`src/rtl/reg_file.sv`:
```
// Register file: one write port, two registered read ports (1-cycle latency).
// Define REG_FILE_BYPASS_EN for write-first collisions; the default build is read-first.
module reg_file #(
  parameter int WIDTH    = 8,
  parameter int DEPTH    = 8,
  parameter int ADDR_W   = 3,
  parameter int ZERO_REG = 1
) (
  input  logic              clk,
  input  logic              rst_n,
  input  logic              we,
  input  logic [ADDR_W-1:0] waddr,
  input  logic [WIDTH-1:0]  wdata,
  input  logic              re_a,
  input  logic [ADDR_W-1:0] raddr_a,
  output logic [WIDTH-1:0]  rdata_a,
  input  logic              re_b,
  input  logic [ADDR_W-1:0] raddr_b,
  output logic [WIDTH-1:0]  rdata_b
);

  logic [WIDTH-1:0] mem_r [DEPTH];
  logic [DEPTH-1:0] wr_hit_s;
  logic [WIDTH-1:0] rd_a_s;
  logic [WIDTH-1:0] rd_b_s;

  function automatic logic is_zero_slot(input int idx);
    return (ZERO_REG != 32'sd0) && (idx == 32'sd0);
  endfunction

  // Out-of-range addresses match no slot, so they read 0 and never alias onto a real register.
  function automatic logic [WIDTH-1:0] read_mux(input logic [ADDR_W-1:0] addr);
    logic [WIDTH-1:0] val;
    val = '0;
    for (int i = 0; i < DEPTH; i++) begin
      val = val | (mem_r[i] & {WIDTH{(addr == ADDR_W'(i)) && !is_zero_slot(i)}});
    end
`ifdef REG_FILE_BYPASS_EN
    if ((|wr_hit_s) && (waddr == addr)) begin
      val = wdata;
    end else begin
      val = val;
    end
`endif
    return val;
  endfunction

  // Per-register write strobes; empty for dropped writes.
  always_comb begin
    wr_hit_s = '0;
    for (int i = 0; i < DEPTH; i++) begin
      wr_hit_s[i] = we && (waddr == ADDR_W'(i)) && !is_zero_slot(i);
    end
  end

  // Read data presented to the output registers.
  always_comb begin
    rd_a_s = read_mux(raddr_a);
    rd_b_s = read_mux(raddr_b);
  end

  // Storage and registered read ports; reset has priority over writes and reads.
  always_ff @(posedge clk) begin
    if (!rst_n) begin
      for (int i = 0; i < DEPTH; i++) begin
        mem_r[i] <= '0;
      end
      rdata_a <= '0;
      rdata_b <= '0;
    end else begin
      for (int i = 0; i < DEPTH; i++) begin
        if (wr_hit_s[i]) begin
          mem_r[i] <= wdata;
        end
      end
      if (re_a) begin
        rdata_a <= rd_a_s;
      end
      if (re_b) begin
        rdata_b <= rd_b_s;
      end
    end
  end

endmodule

```
`config.mk`:
```
export PLATFORM = sky130hd
export DESIGN_NAME = reg_file
export DESIGN_NICKNAME = d
export VERILOG_FILES = /design/src/rtl/reg_file.sv
export SDC_FILE = /design/constraint.sdc
export NUM_CORES = 1
export LEC_CHECK = 0
export BUFFER_PORTS_ARGS = -buffer_cell sky130_fd_sc_hd__buf_4
export CORE_AREA = 2 2 81 83
export DETAILED_ROUTE_END_ITERATION = 8
export DIE_AREA = 0 0 83 85
export PLACE_DENSITY_LB_ADDON = 0.08
export SLEW_MARGIN = 10
export SYNTH_ARGS = -nofsm -noshare
export SYNTH_HDL_FRONTEND = slang
export SYNTH_SLANG_ARGS = --single-unit
```
`constraint.sdc`:
```
create_clock -name clk -period 1.6 [get_ports clk]
set_input_delay 0.32 -clock clk [delete_from_list [all_inputs] [get_ports clk]]
set_output_delay 0.32 -clock clk [all_outputs]
set_load 0.05 [all_outputs]
```
# [Word level (Yosys, flattened, before mapping)]
# Memory sizes are Yosys's and may differ from the RTL's.
# Cells that the tools add are included.
# W data, S select, Z words.
[word_totals] inputBits=22 ram_bits=64 regBits=16 mem_count=1 output_inout_bits=16 word_cells=93
[op_classes] n_bitwise=33 muxes=29 n_reduce_logical=7 eq_ne=21
[memory_table] name="mem_r" words=8 width=8 read_ports=7 rd_ports_with_merged_regs=0 wr=8 line="22" source="logic [WIDTH-1:0] mem_r [DEPTH];"
[op_table] op="$and A8 B8 Y8" count=14
[op_table] op="$or A8 B8 Y8" count=12
[op_table] op="$mux W8" count=7
[op_table] op="$eq A3 B3 Y1 const B" count=12
[op_table] op="$mux W1" count=22
[op_table] op="$eq A3 B2 Y1 const B" count=6
[op_table] op="$eq A3 B1 Y1 const B" count=3
[op_table] op="$logic_and A1 B1 Y1" count=7
[op_table] op="$or A1 B1 Y1" count=7

# [Longest topological paths before layout]
# Gate-level depths: netlist of the first run.
[logic_depth] depth_word=8 mapped_depth=6 ltp_nobuf=4

# [Worst setup path after synthesis of the first run]
# No wires, ideal clock.
[synth_path] kind="in2reg" start="in waddr[0]" end="mem mem_r[6][0], in the netlist mem_r[3][0], enable pin" slack_ns=0.151 cell_stages=2 setup_ns=0.384 t_required_ns=1.216 n_path_buf=0 arrival_time_ns=1.065 cell_sequence="nand2b_1 o21ai_0"
[synth_lines] element="from (decl)" line="12" source="input logic [ADDR_W-1:0] waddr,"
[synth_lines] element="to (decl)" line="22"

==> results of run 1 <==
[cell usage after synthesis (all sizes together)]
cell / number / share of area (%)
nand2: 32 / 3.4
mux2: 3 / 1.2
a41oi: 7 / 2.0
o2bb2ai: 7 / 1.7
a21o: 6 / 1.3
edfxtp: 56 / 48
a22o: 8 / 2.0
mux4: 1 / 0.64
a22oi: 8 / 1.7
nand2b: 4 / 0.71
clkbuf: 7 / 0.75
and2: 1 / 0.18
nand3b: 5 / 1.1
inv: 14 / 1.5
a21oi: 2 / 0.29
or2: 1 / 0.18
o21ai: 26 / 3.7
nor2: 50 / 5.4
buf: 16 / 3.0
a211oi: 2 / 0.43
mux2i: 15 / 4.3
a31oi: 1 / 0.18
a221oi: 12 / 3.0
a2bb2oi: 1 / 0.25
nor2b: 8 / 1.5
or3: 1 / 0.18
dfxtp: 16 / 9.1
o31ai: 6 / 1.3
nand3: 8 / 1.1
[how the worst max path moves through the flow]
stage                             end  depth (start not counted)    startpoint  slack, ns
after detailed placement   rdata_a[7]                          5    raddr_a[0]       0.02
after floorplan           mem_r[3][0]                          2      waddr[0]       0.15
final                      rdata_a[5]                          4  mem_r[1][13]       0.16
after global routing       rdata_a[5]                          4  mem_r[1][13]       0.13
after CTS                  rdata_a[5]                          4  mem_r[1][13]       0.17
after global placement     rdata_a[5]                          5    raddr_a[0]      0.007
[layer usage]
metal	share of wire (%)	vias to the layer above
met5	0	-
met4	2.2	0
met3	7.6	15
met2	45	132
met1	45	1236
li1	-	1266
[metrics by stage]
step | hold WS (ns) | total power, mW | setup WS, ns | instances
6_report | 0.275 | 4.33 | 0.161 | 442
3_5_place_dp | 0.487 | 2.90 | 0.0160 | 426
3_3_place_gp | 0.477 | 2.89 | 0.00719 | 426
4_1_cts | 0.268 | 4.34 | 0.173 | 442
5_1_grt | 0.308 | 4.47 | 0.131 | 442
2_1_floorplan | 0.531 | 2.69 | 0.151 | 324
[cells by family (layout without fill, tap and decap cells)]
group	count (synthesis)	after routing
AND/OR/NAND/NOR	110	110
flip-flops	72	72
buffers and inverters	37	78
multiplexers	19	19
AO/OA/AOI/OAI	86	86
[power groups by stage]
stage / sequential [mW] / combinational, mW / clock, mW
6_report: 2.26 / 0.612 / 1.46
5_1_grt: 2.27 / 0.660 / 1.54
4_1_cts: 2.25 / 0.610 / 1.48
3_5_place_dp: 2.29 / 0.607 / 0
3_3_place_gp: 2.29 / 0.601 / 0
2_1_floorplan: 2.36 / 0.324 / 0
[area by class of cell]
type	instances	area (um2)	share of cell area, %
Sequential cell	72	2000	49.6
Multi-Input combinational cell	215	1320	32.8
Timing Repair Buffer	48	360	8.93
Clock buffer	9	124	3.07
Tap cell	77	96.3	2.39
Clock inverter	7	76.3	1.89
Inverter	14	52.6	1.30
[cells in the final DEF (no fill, tap or decap), drive strengths merged, types with 8 or more instances in the layout]
cell type and count:
nor2b 8, mux2i 15, a22oi 8, buf 48
clkbuf 9, nand3 8, nor2 50, a22o 8
edfxtp 56, dfxtp 16, a221oi 12, inv 17
nand2 32, o21ai 26
[state kept, by name (all words and copies together) (netlist names)]
register and count:
mem_r 56, rdata_a 8, rdata_b 8
==> impl_results.md, run 1 <==
* Hold-fix buffers at CTS at 0
* Synth Area in XOR/XNOR at 0%
* DR vias/cell at 5.99
* # H-tree levels at 3
* Final Cell Area at 0.00404 mm2
* Largest delay share family, worst path: compound AO/OA/AOI/OAI gates
* Max-Slew Margin vs Limit at 65.6%
* Clock transition at path regs at 0.08 ns
* CTS max path bufs at 2
* Clock latency on the worst-skew pair at 0.34 ns
* GP Congestion at 0.905
* Max_cap viols at 0
* Largest net degree at the start of global routing at 32
* Simple-gate share of the synthesized area at 13.8%
* Logic pwr share at 14.1%
* Synth Area in Compound Gates at 17.8%
* Cells after Synth at 324
* Layer with the highest usage: met2
* Drt drc at 0
* Crit path time final at 1.44 ns
* Met2 Resource Use GR at 36.1%
* Filler Cells Inserted at 520
* CTS Buf Count at 9
* Row count at 29
* Final net count at 382
* CP max stage cell: edfxtp_1
* Die X at 83 um
* Clk sinks at 72
* Nature of the critical path startpoint: register
* DIE AREA at 0.00706 mm2
* Via Count at 2649
* Synth Area in Adders at 0%
* R2r startpoint: mem_r[1][13]
* WP data arrival at 1.67 ns
* Routed len/inst at 18.4 um
* Clock skew at 0.00670 ns
* Root buf cell: clkbuf_8
* DR iter-0 viols at 409
* Final HPWL DP at 6090 um
* Layout cell share with drive strength beyond 1 at 19.2%
* RSZ-0062 raised after global routing: false
* Met1 GRT Util at 33.8%
* FF+latch count, synth at 72
* Core area at 0.00620 mm2
* Dpl cell area at 0.00383 mm2
* R2R depth at 4
* ANT cells at 0
* PwrDens at 1070 mW/mm2
* Lkg Pwr at 1.57 nW
* Tcrit/Tclk final at 90.0%
* DRT antenna net count at 0
* IO Port Bufs at 37
* Syn-to-layout area delta at 14.9%
* Synthesized Nets at 346
* WP buf/inv at 0
* Max-slew violations at 0
* WL final at 8130 um
* Distinct cell type count after synthesis at 36
* Crit path max fanout at 2
* Post-CTS Setup Bufs at 0
* Reg-to-Reg End: rdata_a[5]
* Net Sw Frac at 28.0%
* Chip Height at 85 um
* Critical path endpoint category: register
* Clk network pwr share at 33.8%
* Max VDD drop at 0.000684 V
* Final Util at 65.0%
* Status: finished, final reports clean
* Worst Hold Depth at 2
* Synth Cell Area at 0.00351 mm2
* # IOs at 38
* All-Layer GR Usage at 23.6%
* CTS tree: built
* Main combinational cell family by area after synthesis: compound AO/OA/AOI/OAI gates
* Hold Crit Endpoint: rdata_b[7]
* Initial Util at 56.6%
* Fin. Hold Viols at 0
* GR Util met3 at 3.31%
* Sequential share of power at 52.1%
* Number of global-route vias before repair at 2410
* Avg Inst Size Synth at 10.8 um2
* Critical path type: reg2reg
* CP cell instances: mux2_4 > a22o_1 > a211oi_1 > nor2_1
* Measured slew at the worst slew-check pin at 0.514 ns
* Final setup viols at 0
* Initial antenna violation count at 0
* Pint at 3.12 mW
* Crit-path max cell delay at 0.44 ns
* Grt ovf at 0
* Hold WC Path Type: in2reg
* Sequential share of the synthesized area at 57.0%
* Setup slack, reg-to-reg at 0.16 ns
* Switching power of the nets at 1.21 mW
* Resize count post-CTS at 0
* Max Fclk at 695 MHz
* Hold path start: re_b
* First-pass GRT wire length at 12600 um
* Setup TNS at 0 ns
* Req. time, crit path at 1.83 ns
* Syn. warnings at 0
* Initial DRT Pass Iterations at 6
* Mux contribution to synthesized area at 6.09%
Power figures use the tool's default switching activity.
==> run 2, diff against run 1 <==
--- a/config.mk
+++ b/config.mk
@@ -6,9 +6,9 @@
 export NUM_CORES = 1
 export LEC_CHECK = 0
 export BUFFER_PORTS_ARGS = -buffer_cell sky130_fd_sc_hd__buf_4
-export CORE_AREA = 2 2 81 83
+export CORE_AREA = 2 2 104 106
 export DETAILED_ROUTE_END_ITERATION = 8
-export DIE_AREA = 0 0 83 85
+export DIE_AREA = 0 0 106 108
 export PLACE_DENSITY_LB_ADDON = 0.08
 export SLEW_MARGIN = 10
 export SYNTH_ARGS = -nofsm -noshare
==> impl_results.md, run 2 (synthesis results as in run 1) <==
* First-pass GRT wire length at 16700 um (was 12600 um)
* Number of global-route vias before repair at 2706 (was 2410)
* WP data arrival at 1.73 ns (was 1.67 ns)
* Initial Util at 34.3% (was 56.6%)
* Largest net degree at the start of global routing at 32 (unchanged)
* Crit path time final at 1.50 ns (was 1.44 ns)
* Switching power of the nets at 1.30 mW (was 1.21 mW)
* Via Count at 2720 (was 2649)
* Largest register FFs at 56 (unchanged)
* Final HPWL DP at 8150 um (was 6090 um)
* ANT cells at 0 (unchanged)
* Clk sinks at 72 (unchanged)
* Measured slew at the worst slew-check pin at 0.512 ns (was 0.514 ns)
* Final net count at 388 (was 382)
* Initial antenna violation count at 0 (unchanged)
* DRT antenna net count at 0 (unchanged)
* Top reg by flops: mem_r (unchanged)
* Tcrit/Tclk final at 93.7% (was 90.0%)
* Pint at 2.97 mW (was 3.12 mW)
* Max VDD drop at 0.000442 V (was 0.000684 V)
* # IOs at 38 (unchanged)
* Storage cell area at 0.00200 mm2 (unchanged)
* DR vias/cell at 5.36 (was 5.99)
* Req. time, crit path at 1.83 ns (about the same)
* Filler Cells Inserted at 1019 (was 520)
* Initial DRT Pass Iterations at 5 (was 6)
* Crit path max fanout at 2 (unchanged)
* Die X at 106 um (was 83 um)
* Commonest non-fill, non-tap cell in the layout: edfxtp_1 (unchanged)
* RSZ-0062 raised after global routing: false (unchanged)
* Layout cell share with drive strength beyond 1 at 20.5% (was 19.2%)
* Clock latency on the worst-skew pair at 0.35 ns (was 0.34 ns)
* Syn-to-layout area delta at 17.7% (was 14.9%)
* WHS at 0.276 ns (was 0.275 ns)
* Critical path endpoint category: register (unchanged)
* Regs by FF count: mem_r x56, rdata_a x8, rdata_b x8 (unchanged)
* Grt ovf at 0 (unchanged)
* PwrDens at 1030 mW/mm2 (was 1070 mW/mm2)
* Chip Height at 108 um (was 85 um)
* Row count at 37 (was 29)
* Hold WC Path Type: in2reg (unchanged)
* Nature of the critical path startpoint: register (unchanged)
* Clock skew at 0.00935 ns (was 0.00670 ns)
* Hold-fix buffers at CTS at 0 (unchanged)
* IO Port Bufs at 37 (unchanged)
* Root buf cell: clkbuf_8 (unchanged)
* Setup TNS at 0 ns (unchanged)
* Status: finished, final reports clean (unchanged)
* DIE AREA at 0.0114 mm2 (was 0.00706 mm2)
* Max Fclk at 667 MHz (was 695 MHz)
* Lkg Pwr at 1.59 nW (was 1.57 nW)
* Commonest non-fill, non-tap cells in the layout: 56 x edfxtp_1, 54 x buf_4, 49 x nor2_1 (was 56 x edfxtp_1, 49 x nor2_1, 48 x buf_4)
* Logic pwr share at 15.0% (was 14.1%)
* All-Layer GR Usage at 20.2% (was 23.6%)
* GP Congestion at 0.934 (was 0.905)
* WL final at 10900 um (was 8130 um)
* CTS max path bufs at 2 (unchanged)
* Final setup viols at 0 (unchanged)
* Pre-CTS setup slack at -0.122 ns (was 0.0160 ns)
* Core area at 0.0102 mm2 (was 0.00620 mm2)
* Max-Slew Margin vs Limit at 65.8% (was 65.6%)
* Net Sw Frac at 30.4% (was 28.0%)
* DR iter-0 viols at 226 (was 409)
* CTS Buf Count at 9 (unchanged)
* # H-tree levels at 3 (unchanged)
* Clk network pwr share at 31.4% (was 33.8%)
* Fin. Hold Viols at 0 (unchanged)
* Routed len/inst at 21.5 um (was 18.4 um)
* Max_cap viols at 0 (unchanged)
* Sequential share of power at 53.6% (was 52.1%)
* Resize count post-CTS at 0 (unchanged)
* Drt drc at 0 (unchanged)
* Clock transition at path regs at 0.09 ns (was 0.08 ns)
* Area of the multi-input gates at 0.00132 mm2 (unchanged)
* Critical path type: reg2reg (unchanged)
* Post-CTS Setup Bufs at 0 (unchanged)
* Max-slew violations at 0 (unchanged)
* CTS tree: built (unchanged)
* Final worst setup slack at 0.100 ns (was 0.161 ns)
-- run 2: cell types whose count changed in the layout (fill, tap and decap cells not counted), sizes merged --
cell / delta
buf: +6
bufinv: -1
clkinv: +2
inv: -1
-- run 2: power groups by stage --
stage	Sequential, mW	Combinational, mW	Clock, mW
floorplan	2.36	0.324	0
global placement	2.33	0.645	0
detailed placement	2.33	0.649	0
CTS	2.28	0.650	1.37
global route	2.30	0.705	1.45
finish	2.29	0.643	1.34
-- run 2: worst paths after layout --
path | startpoint | endpoint | slack [ns] | cells past startpoint
worst max-delay path | mem_r[1][2] | rdata_a[2] | 0.10 | 4
worst min-delay path | re_b | rdata_b[7] | 0.28 | 2
worst max register to register | mem_r[1][2] | rdata_a[2] | 0.10 | 4
worst min register to register | rdata_a[0] | rdata_a[0] | 0.51 | 2
-- run 2: area by class of cell --
| class | instances | area share [%] |
|---|---|---|
| multi-input cells | 215 | 32.0 |
| flip-flops and latches | 72 | 48.4 |
| well taps | 136 | 4.12 |
| clock inverters | 7 | 1.33 |
| clock buffers | 9 | 3.00 |
| inverters | 14 | 1.27 |
| repair buffers | 54 | 9.81 |
-- run 2: metal layers --
metal	part of all wire [%]	wire (um)	vias to the layer above	GRT usage, %
met5	0	0	-	0
met4	3.1	336	0	7.89
met3	4.6	505	25	3.19
met2	46	5000	102	31.4
met1	46	5030	1318	28.5
li1	-	-	1275	-
-- run 2: critical path: stages, from the launching register on --
cell       delay [ns]
edfxtp_1         0.44
mux2i_1          0.28
o2bb2ai_1        0.12
a221oi_1         0.44
nor2_1           0.09
-- run 2: per-stage QoR --
step	utilization [%]	instances	instance area (um2)	power (mW)
5_1_grt	40.4	507	4130	4.45
3_3_place_gp	38.6	491	3950	2.98
2_1_floorplan	-	324	3510	2.69
4_1_cts	40.4	507	4130	4.31
3_5_place_dp	38.6	491	3950	2.98
6_report	40.4	507	4130	4.28
==> run 3, diff against run 2 <==
--- a/config.mk
+++ b/config.mk
@@ -5,10 +5,10 @@
 export SDC_FILE = /design/constraint.sdc
 export NUM_CORES = 1
 export LEC_CHECK = 0
-export BUFFER_PORTS_ARGS = -buffer_cell sky130_fd_sc_hd__buf_4
-export CORE_AREA = 2 2 104 106
+export BUFFER_PORTS_ARGS = -buffer_cell sky130_fd_sc_hd__buf_2
+export CORE_AREA = 2 2 81 83
 export DETAILED_ROUTE_END_ITERATION = 8
-export DIE_AREA = 0 0 106 108
+export DIE_AREA = 0 0 83 85
 export PLACE_DENSITY_LB_ADDON = 0.08
 export SLEW_MARGIN = 10
 export SYNTH_ARGS = -nofsm -noshare
==> impl_results.md, run 3 (synthesis results as in run 1) <==
* CTS tree: built (unchanged)
* Setup TNS at 0 ns (unchanged)
* Tcrit/Tclk final at 81.5% (was 93.7%)
* Number of global-route vias before repair at 2537 (was 2706)
* Commonest non-fill, non-tap cell in the layout: edfxtp_1 (unchanged)
* Core area at 0.00620 mm2 (was 0.0102 mm2)
* Syn-to-layout area delta at 13.9% (was 17.7%)
* Chip Height at 85 um (was 108 um)
* Via Count at 2673 (was 2720)
* Grt ovf at 0 (unchanged)
* Max Fclk at 767 MHz (was 667 MHz)
* Top reg by flops: mem_r (unchanged)
* Final Util at 64.4% (was 40.4%)
* Crit path time final at 1.30 ns (was 1.50 ns)
* Critical path type: reg2reg (unchanged)
* DIE AREA at 0.00706 mm2 (was 0.0114 mm2)
* Final Cell Area at 0.00400 mm2 (was 0.00413 mm2)
* Placed Instances at 434 (was 491)
* Crit path max fanout at 2 (unchanged)
* Worst Hold Depth at 2 (unchanged)
* Final Non-Filler Cells at 450 (was 507)
* Dpl cell area at 0.00380 mm2 (was 0.00395 mm2)
* WL final at 8130 um (was 10900 um)
* Largest register FFs at 56 (unchanged)
* Root buf cell: clkbuf_8 (unchanged)
* IO Port Bufs at 37 (unchanged)
* Die X at 83 um (was 106 um)
* RSZ-0062 raised after global routing: false (unchanged)
* Hold-fix buffers at CTS at 0 (unchanged)
* Initial antenna violation count at 0 (unchanged)
* Clock latency on the worst-skew pair at 0.34 ns (was 0.35 ns)
* Req. time, crit path at 1.84 ns (was 1.83 ns)
* Overall power at 4.28 mW (about the same)
* Largest net degree at the start of global routing at 25 (was 32)
* Initial DRT Pass Iterations at 5 (unchanged)
* Post-CTS Setup Bufs at 0 (unchanged)
* Status: finished, final reports clean (unchanged)
* PwrDens at 1070 mW/mm2 (was 1030 mW/mm2)
* Max VDD drop at 0.000800 V (was 0.000442 V)
* CTS max path bufs at 2 (unchanged)
* Final setup viols at 0 (unchanged)
* WP data arrival at 1.54 ns (was 1.73 ns)
* Resize count post-CTS at 0 (unchanged)
* WHS at 0.334 ns (was 0.276 ns)
* Layout cell share with drive strength beyond 1 at 20.6% (was 20.5%)
* CTS Buf Count at 9 (unchanged)
* DRT antenna net count at 0 (unchanged)
* Clk sinks at 72 (unchanged)
* Initial Util at 56.6% (was 34.3%)
* # H-tree levels at 3 (unchanged)
* All-Layer GR Usage at 24.5% (was 20.2%)
* Hold WC Path Type: in2reg (unchanged)
* Row count at 29 (was 37)
* DR vias/cell at 5.94 (was 5.36)
* GP Congestion at 0.906 (was 0.934)
* Regs by FF count: mem_r x56, rdata_a x8, rdata_b x8 (unchanged)
* ANT cells at 0 (unchanged)
* Clock skew at 0.00799 ns (was 0.00935 ns)
* Lkg Pwr at 1.58 nW (was 1.59 nW)
* Final net count at 390 (was 388)
* Drt drc at 0 (unchanged)
* DR iter-0 viols at 241 (was 226)
* First-pass GRT wire length at 13300 um (was 16700 um)
* Final worst setup slack at 0.296 ns (was 0.100 ns)
* Clock transition at path regs at 0.08 ns (was 0.09 ns)
* Max_cap viols at 0 (unchanged)
* Routed len/inst at 18.1 um (was 21.5 um)
* Commonest non-fill, non-tap cells in the layout: 56 x edfxtp_1, 49 x nor2_1, 37 x buf_2 (was 56 x edfxtp_1, 54 x buf_4, 49 x nor2_1)
* R2R depth at 4 (unchanged)
* Max-Slew Margin vs Limit at 69.7% (was 65.8%)
* Pre-CTS setup slack at 0.0529 ns (was -0.122 ns)
* Final HPWL DP at 6270 um (was 8150 um)
* Measured slew at the worst slew-check pin at 0.453 ns (was 0.512 ns)
* Fin. Hold Viols at 0 (unchanged)
* Critical path endpoint category: register (unchanged)
* Nature of the critical path startpoint: register (unchanged)
* Max-slew violations at 0 (unchanged)
* # IOs at 38 (unchanged)
==> run 3: cell count changes in the layout (fill, tap and decap cells not counted), sizes merged <==
cell	delta
buf	+2
clkinv	-2
clkbuf	+1
bufinv	+1
==> run 3: power breakdown <==
part / total (mW) / internal, mW / switching, mW
Clock: 1.43 / 0.728 / 0.703
Combinational: 0.593 / 0.206 / 0.387
Sequential: 2.25 / 2.16 / 0.0931
==> run 3: worst paths after layout <==
path / start / end / slack, ns
min reg2reg: rdata_a[0] / rdata_a[0] / 0.50
max: mem_r[1][13] / rdata_a[5] / 0.30
min: re_b / rdata_b[4] / 0.33
max reg2reg: mem_r[1][13] / rdata_a[5] / 0.30
==> run 3: area by class of cell <==
class | count | area [um2]
Fill cell | 530 | 2210
Tap cell | 77 | 96.3
Inverter | 14 | 52.6
Clock inverter | 6 | 67.6
Multi-Input combinational cell | 215 | 1320
Timing Repair Buffer | 56 | 328
Clock buffer | 10 | 128
Sequential cell | 72 | 2000
==> run 3: worst max-delay path: stages (launching register included) <==
cell and delay [ns]:
edfxtp_1 0.44, mux2_4 0.29, a22o_1 0.18, a211oi_1 0.23
nor2_1 0.07
==> run 3: routing by layer <==
metal / track usage, % / part of all wire, %
met3: 5.74 / 6.8
met1: 34.2 / 46
met2: 38.5 / 45
met4: 7.75 / 2.0
met5: 0 / 0
